==> config.mk <==
export PLATFORM = sky130hd
export DESIGN_NAME = lc3_display_tx_flat
export DESIGN_NICKNAME = d
export VERILOG_FILES = /design/src/rtl/lc3_io_pkg.sv /design/src/rtl/lc3_display_tx_if.sv /design/src/rtl/baud_counter.sv /design/src/rtl/lc3_display_tx.sv /design/src/flat_wrapper.sv
export SDC_FILE = /design/constraint.sdc
export NUM_CORES = 1
export LEC_CHECK = 0
export BUFFER_PORTS_ARGS = -buffer_cell sky130_fd_sc_hd__buf_4
export CORE_ASPECT_RATIO = 0.6
export CORE_UTILIZATION = 47
export DETAILED_ROUTE_END_ITERATION = 8
export GPL_TIMING_DRIVEN = 0
export MAX_ROUTING_LAYER = met4
export PLACE_DENSITY = 0.7
export SLEW_MARGIN = 20
export SYNTH_ARGS = -nofsm -noshare
export SYNTH_HDL_FRONTEND = slang
export SYNTH_SLANG_ARGS = --single-unit
==> constraint.sdc <==
create_clock -name clock -period 2.5 [get_ports clock]
set_input_delay 0.125 -clock clock [delete_from_list [all_inputs] [get_ports clock]]
set_output_delay 0.125 -clock clock [all_outputs]
set_load 0.005 [all_outputs]
==> src/rtl/lc3_io_pkg.sv <==
// Shared LC-3 memory-mapped I/O definitions: register addresses, DSR bit positions, transmitter states.
// No logic; latency and backpressure not applicable.
package lc3_io_pkg;

    localparam logic [15:0] DDR_ADDR = 16'hFE06;
    localparam logic [15:0] DSR_ADDR = 16'hFE04;

    localparam int DSR_READY   = 15;
    localparam int DSR_OVERRUN = 14;

    typedef enum logic [2:0] {
        TX_IDLE   = 3'd0,
        TX_START  = 3'd1,
        TX_DATA   = 3'd2,
        TX_PARITY = 3'd3,
        TX_STOP   = 3'd4
    } tx_state_e;

endpackage

==> src/rtl/lc3_display_tx_if.sv <==
// DDR store strobe/data toward the display transmitter, DSR/serial status back.
// Pure wiring, zero latency; the CPU side must poll dsr ready before storing.
interface lc3_display_tx_if;
    logic        ddr_wr;
    logic [15:0] ddr_data;
    logic [15:0] dsr;
    logic        tx;
    logic        busy;

    modport master (
        output ddr_wr,
        output ddr_data,
        input  dsr,
        input  tx,
        input  busy
    );

    modport slave (
        input  ddr_wr,
        input  ddr_data,
        output dsr,
        output tx,
        output busy
    );
endinterface

==> src/rtl/baud_counter.sv <==
// Bit-period timer: counts 0..CLKS_PER_BIT-1 and pulses tick on the last count.
// tick is combinational from the count register; clear restarts the period on the next cycle.
module baud_counter #(
    parameter int CLKS_PER_BIT = 16
) (
    input  logic clock,
    input  logic reset,
    input  logic clear,
    output logic tick
);
    localparam int CW = (CLKS_PER_BIT > 2) ? $clog2(CLKS_PER_BIT) : 1;
    localparam logic [CW-1:0] LAST = CW'(CLKS_PER_BIT - 1);

    logic [CW-1:0] cnt;

    assign tick = (cnt == LAST);

    always_ff @(posedge clock) begin
        if (reset || clear) begin
            cnt <= '0;
        end else if (tick) begin
            cnt <= '0;
        end else begin
            cnt <= cnt + 1'b1;
        end
    end
endmodule

==> src/rtl/lc3_display_tx.sv <==
// LC-3 display transmitter: a DDR store is sent as an async 8N1 frame (8E1 with LC3_DISPLAY_PARITY_EN).
// tx goes low the cycle after the store; ready returns 10N+1 cycles later (11N+1 with parity).
// Stores while busy are dropped and flagged in the DSR overrun bit; no stall is applied.
module lc3_display_tx #(
    parameter int CLKS_PER_BIT = 16
) (
    input  logic                 clock,
    input  logic                 reset,
    lc3_display_tx_if.slave      bus
);
    import lc3_io_pkg::*;

    localparam logic [2:0] ST_IDLE   = TX_IDLE;
    localparam logic [2:0] ST_START  = TX_START;
    localparam logic [2:0] ST_DATA   = TX_DATA;
    localparam logic [2:0] ST_PARITY = TX_PARITY;
    localparam logic [2:0] ST_STOP   = TX_STOP;

    logic [2:0] state;
    logic [7:0] shreg;
    logic [2:0] bit_cnt;
    logic       tx_q;
    logic       ovr_q;
    logic       tick;
    logic       accept;
`ifdef LC3_DISPLAY_PARITY_EN
    logic       par_q;
`endif

    // Upper store byte is architecturally ignored.
    logic unused_hi;
    assign unused_hi = ^bus.ddr_data[15:8];

    assign accept = bus.ddr_wr && (state == ST_IDLE);

    baud_counter #(
        .CLKS_PER_BIT (CLKS_PER_BIT)
    ) u_baud (
        .clock (clock),
        .reset (reset),
        .clear (accept),
        .tick  (tick)
    );

    always_ff @(posedge clock) begin
        if (reset) begin
            state   <= ST_IDLE;
            shreg   <= '0;
            bit_cnt <= '0;
            tx_q    <= 1'b1;
            ovr_q   <= 1'b0;
`ifdef LC3_DISPLAY_PARITY_EN
            par_q   <= 1'b0;
`endif
        end else begin
            if (bus.ddr_wr) begin
                ovr_q <= !accept;
            end

            case (state)
                ST_IDLE: begin
                    if (bus.ddr_wr) begin
                        shreg   <= bus.ddr_data[7:0];
                        bit_cnt <= '0;
                        tx_q    <= 1'b0;
                        state   <= ST_START;
`ifdef LC3_DISPLAY_PARITY_EN
                        par_q   <= ^bus.ddr_data[7:0];
`endif
                    end
                end
                ST_START: begin
                    if (tick) begin
                        tx_q  <= shreg[0];
                        state <= ST_DATA;
                    end
                end
                ST_DATA: begin
                    if (tick) begin
                        if (bit_cnt == 3'd7) begin
`ifdef LC3_DISPLAY_PARITY_EN
                            tx_q  <= par_q;
                            state <= ST_PARITY;
`else
                            tx_q  <= 1'b1;
                            state <= ST_STOP;
`endif
                        end else begin
                            // Next bit is pre-shifted into [1] so tx stays a plain register.
                            tx_q    <= shreg[1];
                            shreg   <= {1'b0, shreg[7:1]};
                            bit_cnt <= bit_cnt + 3'd1;
                        end
                    end
                end
                ST_PARITY: begin
                    if (tick) begin
                        tx_q  <= 1'b1;
                        state <= ST_STOP;
                    end
                end
                ST_STOP: begin
                    if (tick) begin
                        state <= ST_IDLE;
                    end
                end
                default: begin
                    tx_q  <= 1'b1;
                    state <= ST_IDLE;
                end
            endcase
        end
    end

    always_comb begin
        bus.dsr              = '0;
        bus.dsr[DSR_READY]   = (state == ST_IDLE);
        bus.dsr[DSR_OVERRUN] = ovr_q;
    end

    assign bus.tx   = tx_q;
    assign bus.busy = (state != ST_IDLE);
endmodule

==> src/flat_wrapper.sv <==
// flat-port wrapper written by rule: the top's interface ports become plain ports
module lc3_display_tx_flat import lc3_io_pkg::*;
#(
    parameter int CLKS_PER_BIT = 16
)
  (clock, reset, bus_ddr_wr, bus_ddr_data, bus_dsr, bus_tx, bus_busy);
  lc3_display_tx_if bus_i ();
  input  logic clock;
  input  logic reset;
  input wire logic [$bits(bus_i.ddr_wr)-1:0] bus_ddr_wr;
  input wire logic [$bits(bus_i.ddr_data)-1:0] bus_ddr_data;
  output wire logic [$bits(bus_i.dsr)-1:0] bus_dsr;
  output wire logic [$bits(bus_i.tx)-1:0] bus_tx;
  output wire logic [$bits(bus_i.busy)-1:0] bus_busy;
  assign bus_i.ddr_wr = bus_ddr_wr;
  assign bus_i.ddr_data = bus_ddr_data;
  assign bus_dsr = bus_i.dsr;
  assign bus_tx = bus_i.tx;
  assign bus_busy = bus_i.busy;
  lc3_display_tx #(.CLKS_PER_BIT(CLKS_PER_BIT)) u_core (.clock(clock), .reset(reset), .bus(bus_i));
endmodule
**Word level (Yosys, flattened, before mapping)**

Cells that the tools add are included.
Widths: inputs -> output; s select.

- Bitwise operators: 1
- Muxes and demuxes: 21
- Reductions and logical operators: 10
- Magnitude comparators: 0
- Divide/modulo/power cells: 0
- Equality and inequality tests: 13
- Add/subtract/negate cells: 2
- $mul: 0
- Shift-type cells: 0

Operators by type and width:

| kind | count |
|---|---|
| $mux 3 | 9 |
| $mux 8 | 3 |
| $pmux 8 s2 | 1 |
| $pmux 3 s5 | 1 |
| $ne 2x1->1 const B | 5 |
| $eq 3x2->1 const B | 2 |
| $eq 3x3->1 const B | 2 |
| $pmux 3 s2 | 1 |
| $reduce_and 6->1 | 1 |
| $mux 1 | 5 |
| $pmux 1 s5 | 1 |
| $reduce_and 5->1 | 1 |
| $add 4x1->4 const B | 1 |
| $eq 4x4->1 const B | 1 |
| $ne 2x2->1 const B | 2 |
| $reduce_and 4->1 | 1 |
| $add 3x1->3 const B | 1 |
| $eq 3x1->1 const B | 1 |
| $logic_not 3->1 | 1 |
| $reduce_bool 3->1 | 1 |
| $reduce_bool 2->1 | 1 |
| $reduce_or 2->1 | 1 |
| $logic_and 1x1->1 | 1 |
| $logic_not 1->1 | 1 |
| other kinds (2) | 2 |

- Bits in latches: 0
- Flip-flop bits (word level): 20
- Memory bits (writable): 0
- Memories: 0
- Logic and storage cells: 53
- Bits in read-only memories: 0
- Output and inout bits: 18

**Depth between registers and ports, before layout**

- Depth in word-level cells: 4
- Gate-level depth with buffers: 6
- Gate-level depth less buffers: 5

**Cells and area by module**

A second synthesis with hierarchy kept.

- Cells, all modules: 128
- Area, all modules: 1,159.9 um^2

Modules (own cells, without submodules):

| module | area an instance (um^2) | sequential area each (um^2) | cells each | times used |
|---|---|---|---|---|
| lc3_display_tx | 1,002.2 | 320.3 | 112 | 1 |
| baud_counter | 157.7 | 80.1 | 16 | 1 |

**Least setup slack after synthesis**

No wires, ideal clock.

- Kind: reg-to-reg
- Start point: reg u_core.bit_cnt[0]
- End point: reg u_core.bit_cnt[2]
- Path slack: 1.035 ns
- Clock period less this slack: 1.465 ns
- Data arrival time: 1.393 ns
- Setup time: 0.072 ns
- Stages on the path, launching flop included: 7
- Path through: dfxtp_1 -> ha_1 -> ha_1 -> nor4b_4 -> a21o_2 -> buf_8 -> mux2i_1

- Word-level cells in the longest chain between the ends: 4
- Elaborated cells between the ends (all ways): 7

Ends and longest elaborated chain:

| element | line | text |
|---|---|---|
| start, declared | lc3_display_tx.sv:21 | `logic [2:0] bit_cnt;` |
| start signal, assigned | lc3_display_tx.sv:92 | `bit_cnt <= bit_cnt + 3'd1;` |
| $add 3x1->3 | lc3_display_tx.sv:92 |  |
| $mux 3 | lc3_display_tx.sv:80 | `if (bit_cnt == 3'd7) begin` |
| $mux 3 | lc3_display_tx.sv:79 | `if (tick) begin` |
| $pmux 3 s2 | lc3_display_tx.sv:60 | `case (state)` |

Parallel ways exist; a longest one is shown, timed or not. The select of a mux whose other input is x is not followed.
A chain may end at the register's enable or synchronous reset.

**Worst setup path in the final report**

- Start point: reg u_core.bit_cnt[0]
- End point: reg u_core.shreg[2]

- Word-level cells in the longest chain between the ends: 3

Ends and longest elaborated chain:

| element | line | text |
|---|---|---|
| $eq 3x3->1 | lc3_display_tx.sv:80 |  |
| $ne 2x2->1 (no line) | -- |  |
| $reduce_and 4->1 (no line) | -- |  |
| end signal, assigned | lc3_display_tx.sv:63 | `shreg <= bus.ddr_data[7:0];` |
| end signal, assigned | lc3_display_tx.sv:91 | `shreg <= {1'b0, shreg[7:1]};` |
| end, declared | lc3_display_tx.sv:20 | `logic [7:0] shreg;` |

Every way passes these cells.

==> impl_metrics.py <==
metrics = {
    "flow_run": {
        "maxCapViolations": 0,
    },
    "grt": {
        "global_route.usage.met1_pct": 26.2,
        "grt_util_all_layers_pct": 21.0,
        "use_met3_pct": 6.59,
        "grt_antenna_before_repair": 0,
        "grt_overflow_total": 0,
        "globalRouteMet2Util_pct": 33.5,
        "grt_first_pass_wirelength_um": 4300,
        "first_global_vias": 913,
        "grt_start_max_net_pins": 13,
        "top_usage_layer": "met2",
    },
    "power": {
        "p_sw_share_pct": 22.8,
        "intPower_mw": 0.621,
        "p_switching_mw": 0.183,
        "p_comb_share_pct": 16.0,
        "p_leak_nw": 0.624,
        "pwr-share-clk_pct": 40.8,
        "p_seq_share_pct": 43.2,
        "power_density_mw_per_mm2": 543,
        "ir_drop_v": 0.000439,
    },
    "routing": {
        "via_per_inst": 5.16,
        "ant_nets": 0,
        "routed_wl_um": 2490,
        "drt_iter0_markers": 36,
        "dr_total_vias": 939,
        "drc": 0,
        "firstDrtPassIters": 4,
        "post_drt_wl_per_cell_um": 13.7,
    },
    "clock_network": {
        "cts_max_path_buffers": 2,
        "cts_htree_levels": 1,
        "clk_latency_ns": 0.26,
        "clk_pin_slew_worst_paths_ns": 0.08,
        "cts_tree": "done",
        "cts-root-buf": "clkbuf_8",
        "clock-sinks": 20,
        "cts_resized": 0,
        "cts_buffers": 3,
        "hold_buffers": 0,
        "cts_setup_buffers": 0,
    },
    "sta": {
        "fin_skew_ns": 0.00323,
        "hold_viol": 0,
        "min_period_ns": 1.68,
        "clock.fmax_ghz": 0.597,
        "slew_violations": 0,
        "tns_ns": 0,
        "post-route-period-util_pct": 67.0,
        "setup-violations-final": 0,
        "rsz0062_at_grt": "false",
    },
    "setup_path": {
        "path_class": "reg2reg",
        "r2r_end": "u_core.shreg[2]",
        "rrSetupSlack_ns": 0.82,
        "required_ns": 2.69,
        "endpoint": "u_core.shreg[2]",
        "critical_path.startpoint": "u_core.bit_cnt[0]",
        "r2r_cells": 6,
        "cp-end-kind": "register",
        "critPathMaxFanout": 10,
        "critPathLaunchType": "register",
        "cp.arrival_ns": 1.86,
        "worst_r2r_startpoint": "u_core.bit_cnt[0]",
    },
    "floorplanning": {
        "die_height_um": 41.4,
        "ioPinCount": 37,
        "start_util_pct": 52.8,
        "floorplan.core_area_mm2": 0.00231,
        "die-area_mm2": 0.00281,
        "fp.dieW_um": 67.7,
        "fp-row-count": 13,
    },
    "yosys": {
        "ys_seq_area_share_pct": 32.9,
        "synth.largest_area_cell": "dfxtp_1",
        "ys_seq_elements": 20,
        "yosysWarnings": 0,
        "synth_area_leaders": "dfxtp_1 33%, buf_4 9.9%, mux2i_1 8.2%, a211oi_2 7.2%, a211oi_1 4.9%",
        "ys_types": 33,
        "netlist_area_mm2": 0.00122,
        "syn_area_per_cell_um2": 10.1,
        "yosys.area.top_type_share_pct": 32.9,
        "syn-instance-count": 121,
    },
    "cells_and_area": {
        "regArea_um2": 400,
        "fillCellCount": 213,
        "fin_nets": 175,
        "drive_above_1_share_pct": 34.9,
        "diodes": 0,
        "design_area_mm2": 0.00148,
        "multi_input_area_um2": 654,
        "syn_to_final_growth_pct": 21.6,
    },
    "run_status": {
        "status": "complete, no violations",
    },
    "placement": {
        "placed_area_mm2": 0.00141,
        "hpwl_um": 1840,
        "place_congestion": 0.765,
        "place.port_buffers": 14,
    },
    "hold_path": {
        "holdCritPathClass": "in2reg",
    },
}
cell type report:
type,count,share of cell area (%)
Inverter,2,0.507
Clock buffer,3,2.79
Multi-Input combinational cell,87,44.2
Clock inverter,1,2.03
Tap cell,30,2.53
Buffer,25,13.9
Timing Repair Buffer,14,7.09
Sequential cell,20,27.0
worst min path at each step:
stage                    start              end  slack [ns]  cells after the start
6_report       bus_ddr_data[7]  u_core.shreg[7]        0.15                      3
2_1_floorplan       bus_ddr_wr     u_core.ovr_q        0.29                      2
3_3_place_gp   bus_ddr_data[7]  u_core.shreg[7]        0.39                      3
5_1_grt        bus_ddr_data[7]  u_core.shreg[7]        0.17                      3
3_5_place_dp   bus_ddr_data[7]  u_core.shreg[7]        0.42                      3
4_1_cts        bus_ddr_data[7]  u_core.shreg[7]        0.15                      3
power groups by stage:
stage / combinational, mW / sequential, mW / clock (mW)
global route: 0.143 / 0.350 / 0.348
floorplan: 0.0936 / 0.352 / 0
detailed placement: 0.128 / 0.355 / 0
finish: 0.129 / 0.348 / 0.329
global placement: 0.125 / 0.353 / 0
CTS: 0.128 / 0.347 / 0.332
routing by layer:
| metal | vias up | wire length (um) |
|---|---|---|
| met5 | - | 0 |
| met4 | 0 | 14 |
| met3 | 2 | 130 |
| met2 | 24 | 1150 |
| met1 | 438 | 1200 |
| li1 | 475 | - |
Yosys cell counts, drive strengths merged:
cell,number
a211oi,15
nor2,6
xnor2,1
dfxtp,20
o2bb2ai,1
a21oi,2
inv,2
nor3,4
nand2,1
o21ai,6
mux2i,10
conb,1
nand2b,5
o21bai,1
nor3b,2
nand4b,3
a21o,1
nor4b,3
nor4,1
o31ai,1
and3,2
nand4bb,1
nand3b,2
buf,24
nand3,2
ha,3
clkbuf,1
flip-flops by register name (all words and copies together), names as in the netlist:
name,cells
u_core.shreg,8
u_core.u_baud.cnt,4
u_core.bit_cnt,3
u_core.state,3
u_core.bus.tx,1
u_core.ovr_q,1
metrics by stage:
| stage | cells | power [mW] | hold slack (ns) | utilization, % | setup WS (ns) |
|---|---|---|---|---|---|
| 3_5_place_dp | 178 | 0.483 | 0.425 | 61.1 | 0.891 |
| 4_1_cts | 182 | 0.808 | 0.145 | 64.1 | 0.842 |
| 5_1_grt | 182 | 0.841 | 0.166 | 64.1 | 0.764 |
| 2_1_floorplan | 134 | 0.446 | 0.287 | - | 1.04 |
| 6_report | 182 | 0.805 | 0.147 | 64.1 | 0.824 |
| 3_3_place_gp | 178 | 0.478 | 0.387 | 61.1 | 0.941 |
critical path, stage by stage (launching register included):
cell      delay [ns]
dfxtp_1         0.34
ha_1            0.22
ha_1            0.23
nor4b_4         0.26
buf_4           0.23
a211oi_1        0.10
a211oi_2        0.21
cells by family after synthesis:
| family | share of synthesized area, % |
|---|---|
| DFF | 32.9 |
| xor gates and xnor gates | 0.719 |
| buffers and inverters | 17.5 |
| other | 0.308 |
| adders and majority gates | 3.08 |
| and+or+nand+nor | 19.3 |
| muxes | 8.21 |
| AOI/OAI and AO/OA | 18.1 |
cells in the final DEF (no fill, tap or decap), types with 2 or more instances in the layout:
cell type  instances
buf_4             30
dfxtp_1           20
conb_1            14
mux2i_1           10
a211oi_1           8
a211oi_2           7
nor2_1             6
o21ai_0            6
buf_6              5
nand2b_1           5
nor3_1             4
nand4b_1           3
ha_1               3
clkbuf_8           3
inv_1              2
nand3b_1           2
and3_1             2
nor4b_4            2
buf_2              2
nand3_1            2
a21oi_1            2
Note: power is estimated with default switching activity, not from simulation.
